--- src/rtl/pic_core_pkg.sv ---
// Shared types and constants for the PIC16F1826-compatible core.
// Imported by the fetch unit and its return stack.
package pic_core_pkg;
   localparam int ADDR_W      = 11;
   localparam int INSN_W      = 14;
   localparam int STACK_DEPTH = 16;
   localparam int SP_W        = $clog2(STACK_DEPTH);

   typedef logic [ADDR_W-1:0] pc_t;
   typedef logic [INSN_W-1:0] insn_t;

   localparam insn_t NOP_WORD = 14'h0000;

   typedef enum logic [1:0] {
      RESET,
      RUN,
      BUBBLE
   } fetch_state_t;
endpackage

--- src/rtl/pic_return_stack.sv ---
// 16-level circular hardware return stack.
// Occupancy count is kept apart from the wrapping index.
module pic_return_stack
   import pic_core_pkg::*;
(
   input  logic clk,
   input  logic rst_n,
   input  logic push,
   input  logic pop,
   input  pc_t  push_data,
   output pc_t  top,
   output logic ovf,
   output logic unf
);
   localparam logic [SP_W-1:0] SP_ONE  = 1;
   localparam logic [SP_W:0]   CNT_ONE = 1;
   localparam logic [SP_W:0]   FULL    = STACK_DEPTH[SP_W:0];

   logic [SP_W-1:0] sp;
   logic [SP_W:0]   sp_count;
   pc_t             mem [STACK_DEPTH];

   assign top = mem[sp - SP_ONE];

   always_ff @(posedge clk) begin
      if (rst_n && push) begin
         mem[sp] <= push_data;
      end
   end

   always_ff @(posedge clk) begin
      if (!rst_n) begin
         sp       <= '0;
         sp_count <= '0;
         ovf      <= 1'b0;
         unf      <= 1'b0;
      end else if (push) begin
         sp <= sp + SP_ONE;
         if (sp_count == FULL) begin
            ovf <= 1'b1;
         end else begin
            sp_count <= sp_count + CNT_ONE;
         end
      end else if (pop) begin
         sp <= sp - SP_ONE;
         if (sp_count == '0) begin
            unf <= 1'b1;
         end else begin
            sp_count <= sp_count - CNT_ONE;
         end
      end
   end
endmodule

--- src/rtl/pic_fetch_unit.sv ---
// Instruction fetch stage: PC, instruction register and fetch FSM.
// Control-flow changes insert exactly one bubble.
module pic_fetch_unit
   import pic_core_pkg::*;
(
   input  logic  clk,
   input  logic  rst_n,
   output pc_t   rom_addr_o,
   input  insn_t rom_data_i,
   input  logic  stall_i,
   input  logic  jump_i,
   input  pc_t   target_i,
   input  logic  push_i,
   input  logic  pop_i,
   input  logic  skip_i,
   output insn_t ir_o,
   output pc_t   ir_pc_o,
   output logic  ir_valid_o,
   output logic  stk_ovf_o,
   output logic  stk_unf_o
);
   fetch_state_t state, state_nx;
   pc_t          pc, pc_nx, ir_pc_nx, stk_top;
   insn_t        ir_nx;
   logic         valid_nx;
   logic         live, do_pop, do_jump, do_skip;

   assign rom_addr_o = pc;

   // Requests only count when a real instruction sits in IR.
   assign live    = (state == RUN) && !stall_i;
   assign do_pop  = live && pop_i;
   assign do_jump = live && !pop_i && jump_i;
   assign do_skip = live && !pop_i && !jump_i && skip_i;

   pic_return_stack u_stack (
      .clk       (clk),
      .rst_n     (rst_n),
      .push      (do_jump && push_i),
      .pop       (do_pop),
      .push_data (pc),
      .top       (stk_top),
      .ovf       (stk_ovf_o),
      .unf       (stk_unf_o)
   );

   always_comb begin
      state_nx = state;
      pc_nx    = pc;
      ir_nx    = ir_o;
      ir_pc_nx = ir_pc_o;
      valid_nx = ir_valid_o;
      unique case (1'b1)
         stall_i: begin
         end
         do_pop, do_jump, do_skip: begin
            unique case (1'b1)
               do_pop:  pc_nx = stk_top;
               do_jump: pc_nx = target_i;
               default: pc_nx = pc + pc_t'(1);
            endcase
            ir_nx    = NOP_WORD;
            ir_pc_nx = pc;
            valid_nx = 1'b0;
            state_nx = BUBBLE;
         end
         default: begin
            pc_nx    = pc + pc_t'(1);
            ir_nx    = rom_data_i;
            ir_pc_nx = pc;
            valid_nx = 1'b1;
            state_nx = RUN;
         end
      endcase
   end

   always_ff @(posedge clk) begin
      if (!rst_n) begin
         state      <= RESET;
         pc         <= '0;
         ir_o       <= NOP_WORD;
         ir_pc_o    <= '0;
         ir_valid_o <= 1'b0;
      end else begin
         state      <= state_nx;
         pc         <= pc_nx;
         ir_o       <= ir_nx;
         ir_pc_o    <= ir_pc_nx;
         ir_valid_o <= valid_nx;
      end
   end
endmodule

--- config.mk ---
export PLATFORM = sky130hd
export DESIGN_NAME = pic_fetch_unit
export DESIGN_NICKNAME = d
export VERILOG_FILES = /design/src/rtl/pic_core_pkg.sv /design/src/rtl/pic_return_stack.sv /design/src/rtl/pic_fetch_unit.sv
export SDC_FILE = /design/constraint.sdc
export NUM_CORES = 1
export LEC_CHECK = 0
export ABC_AREA = 1
export CAP_MARGIN = 20
export CORE_MARGIN = 1.5
export CORE_UTILIZATION = 33
export CTS_CLUSTER_SIZE = 25
export DETAILED_ROUTE_END_ITERATION = 16
export PLACE_DENSITY = 0.48
export SLEW_MARGIN = 0
export SYNTH_ARGS = -nofsm -noshare
export SYNTH_HDL_FRONTEND = slang
export SYNTH_SLANG_ARGS = --single-unit
--- constraint.sdc ---
create_clock -name clk -period 2.35 [get_ports clk]
set_input_delay 0.5875 -clock clk [delete_from_list [all_inputs] [get_ports clk]]
set_output_delay 0.5875 -clock clk [all_outputs]
set_load 0.005 [all_outputs]
==> summary.json <==
{
  "synthesis.area_mm2": 0.009554,
  "fp.dieW_um": 173.2,
  "antenna_cells_inserted": 0,
  "areaGrowthSynthToFinish_pct": 26.34,
  "cp_slowest_cell": "clkdlybuf4s50_1",
  "critical_path_class": "reg -> out",
  "synth.top_cells.by_count": "nand2_1, edfxtp_1, nand3_1",
  "seq_power_share_pct": 44.7,
  "timing.critical_path.max_delay_family": "buffers and inverters",
  "drt-wirelength-per-cell_um": 18.30,
  "synth.ff_latch_count": 225,
  "worst_setup_path_end_kind": "output port",
  "first_global_vias": 7013,
  "route.final.wire_length_um": 26960,
  "globalRouteOverflowTotal": 0,
  "post-synth-top-area-cell": "edfxtp_1",
  "ctsRootBufferMaster": "clkbuf_16",
  "utilization_after_layout_pct": 42.17,
  "switchingPower_mw": 2.597,
  "syn_area_per_cell_um2": 10.22,
  "nFillCells": 2774,
  "data_arrival_critical_path_ns": 1.68,
  "fin_worst_skew_ns": 0.01774,
  "detail_route.drc_violations": 0,
  "yosys_most_used_dff": "edfxtp_1",
  "ys_seq_area_share_pct": 65.58,
  "worst-path-buf-inv": 1,
  "port_buffers": 70,
  "fin_crit_ns": 2.271,
  "track_usage_pct": 18.02,
  "p_leak_nw": 4.589,
  "outcome": "finished, final reports clean",
  "cts_hold_buf": 0,
  "clock_power_share_pct": 39.4,
  "fmaxAchievable_mhz": 440.4,
  "drt_pass1_iterations": 4,
  "floorplan.core_area_mm2": 0.02863,
  "postSynthNetCount": 974,
  "required_ns": 1.76,
  "clock_slew_at_reported_path_ffs_ns": 0.06,
  "grt_first_pass_wirelength_um": 41550,
  "cts_post_setup_buffers_inserted": 0,
  "power.share.switching_pct": 26.35,
  "dp.final_hpwl_um": 17780,
  "worstHoldPathType": "reg -> reg",
  "maxSlewViolCount": 0,
  "synth_async_sr_flop_share_pct": 0,
  "hold_violations": 0,
  "initial_core_util_pct": 33.38,
  "finalNetCount": 1109,
  "yosys.cell_types.count": 38,
  "via_per_inst": 4.745,
  "synth_top_cells_by_area": "edfxtp_1, nand2_1, dfxtp_1",
  "finalWorstSetupSlack_ns": 0.07918,
  "clock-sinks": 225,
  "yosys_warnings": 0,
  "grt_setup_unrepaired": "no",
  "die_area_mm2": 0.02998,
  "final_antenna_net_count": 0,
  "finalSetupViolations": 0,
  "power.density_cell_area_mw_per_mm2": 816.5,
  "io_pins": 71,
  "delay_of_the_slowest_cell_on_the_worst_path_ns": 0.60,
  "synth_top_area_share_pct": 55.32,
  "postSynthCellCount": 935,
  "ctsLongestPathBuffers": 3,
  "routabilityCongestion": 0.8002,
  "timing.critical_path.cells": "clkdlybuf4s50_1",
  "power_report.internal_total_mw": 7.259,
  "cts-buffers-inserted": 26,
  "clock_tree_from_tritoncts": "yes",
  "yosys.cell_count.top_type": "nand2_1",
  "die_h_um": 173.2,
  "dp_worst_setup_slack_ns": -0.2047,
  "slew_headroom_pct": 36.57,
  "iteration_0_drc_count_of_the_detailed_router": 496,
  "crit_path_start_kind": "register",
  "drive_above_1_share_pct": 12.21,
  "max_slew.worst_pin.slew_ns": 0.9467,
  "number_of_max_capacitance_violations_reported": 0,
  "ctsHtreeMaxLevel": 1,
  "grt_max_degree": 94,
  "antenna_found_initial": 0,
  "vias": 6989,
  "insertion_delay_ns": 0.54,
  "power.ir.vdd_worst_mv": 0.5342,
  "critical_path.max_fanout": 6,
  "final.period_utilization_pct": 96.63,
  "combPwrFrac_pct": 15.9,
  "synth_edf_count": 176,
  "std_cell_rows": 62
}
==> power by group through the flow <==
| stage | Clock [mW] | Combinational (mW) | Sequential [mW] |
|---|---|---|---|
| finish | 3.89 | 1.57 | 4.40 |
| global route | 4.14 | 1.71 | 4.41 |
| CTS | 3.99 | 1.55 | 4.40 |
| detailed placement | 0 | 1.54 | 4.48 |
| global placement | 0 | 1.54 | 4.48 |
| floorplan | 0 | 0.763 | 4.51 |
==> cell usage in the layout (no fill, tap or decap), drive strengths merged <==
master | Yosys | layout
dfxtp | 49 | 49
clkdlybuf4s50 | 0 | 70
nand4 | 6 | 6
bufinv | 0 | 2
o211ai | 3 | 3
xnor2 | 3 | 4
clkinv | 2 | 10
buf | 34 | 83
inv | 44 | 44
nor3 | 4 | 4
o21ai | 52 | 52
o31ai | 1 | 1
xor2 | 6 | 6
edfxtp | 176 | 176
a31oi | 2 | 2
o22ai | 4 | 4
a211oi | 2 | 2
ha | 7 | 7
a22oi | 1 | 1
a21oi | 57 | 57
nor3b | 1 | 1
nand2 | 280 | 280
nand3 | 124 | 124
nor2 | 61 | 61
nand3b | 3 | 3
clkbuf | 13 | 37
==> what timing repair did <==
| action | 4_1_cts | 5_1_grt |
|---|---|---|
| setup endpoints to repair | 3 | 8 |
| gates cloned | 0 | 1 |
| pin swaps | 0 | 1 |
| resized for setup | 3 | 1 |
==> per-layer routing <==
| layer | part of all wire [%] | GRT usage, % |
|---|---|---|
| met1 | 47 | 26.25 |
| met3 | 6.5 | 3.386 |
| met4 | 1.5 | 4.420 |
| met2 | 45 | 27.69 |
| met5 | 0 | 0 |
==> metrics by stage <==
step                      total power [mW]  TNS (ns)  hold WS (ns)  instances  instance area (um^2)
after floorplan                      5.277         0        0.4579        935                  9554
final                                9.856         0        0.4640       1473                 12070
after detailed placement             6.022    -32.27        0.4582       1425                 11220
after global routing                 10.25         0        0.4872       1473                 12070
after global placement               6.023    -29.36        0.4524       1425                 11220
after CTS                            9.940         0        0.4651       1472                 12050
==> sequential cells by signal, summed over array words and instances (netlist names) <==
signal            flops
rom_addr_o           11
u_stack.mem         176
ir_pc_o              11
u_stack.unf           1
u_stack.sp            4
u_stack.ovf           1
state                 2
u_stack.sp_count      5
ir_o                 14
==> layout make-up <==
class | instances | area, um^2 | area share [%]
flip-flops and latches | 225 | 6270 | 51.94
multi-input cells | 618 | 2903 | 24.05
repair buffers | 153 | 1415 | 11.72
clock buffers | 37 | 711.9 | 5.898
well taps | 384 | 480.5 | 3.981
inverters | 46 | 172.7 | 1.431
clock inverters | 10 | 117.6 | 0.9744
==> kinds of logic (layout without fill, tap and decap cells) <==
logic type | after synthesis | count (layout) | share of synthesized area (%)
adder cells (fa/ha/maj) | 7 | 7 | 0.9167
XOR/XNOR | 9 | 10 | 1.375
buffers and inverters | 93 | 246 | 4.230
flip-flops | 225 | 225 | 65.58
AO/OA/AOI/OAI | 122 | 122 | 6.653
AND/OR/NAND/NOR | 479 | 479 | 21.24
==> worst paths after layout <==
check	depth (start not counted)	endpoint	start	slack [ns]
worst max-delay path	1	rom_addr_o[7]	rom_addr_o[7]	0.08
worst min-delay path	2	ir_o[2]	ir_o[2]	0.46
worst max register to register	9	rom_addr_o[2]	u_stack.sp[0]	0.09
worst min register to register	2	ir_o[2]	ir_o[2]	0.46
Power figures use the tool's default switching activity.
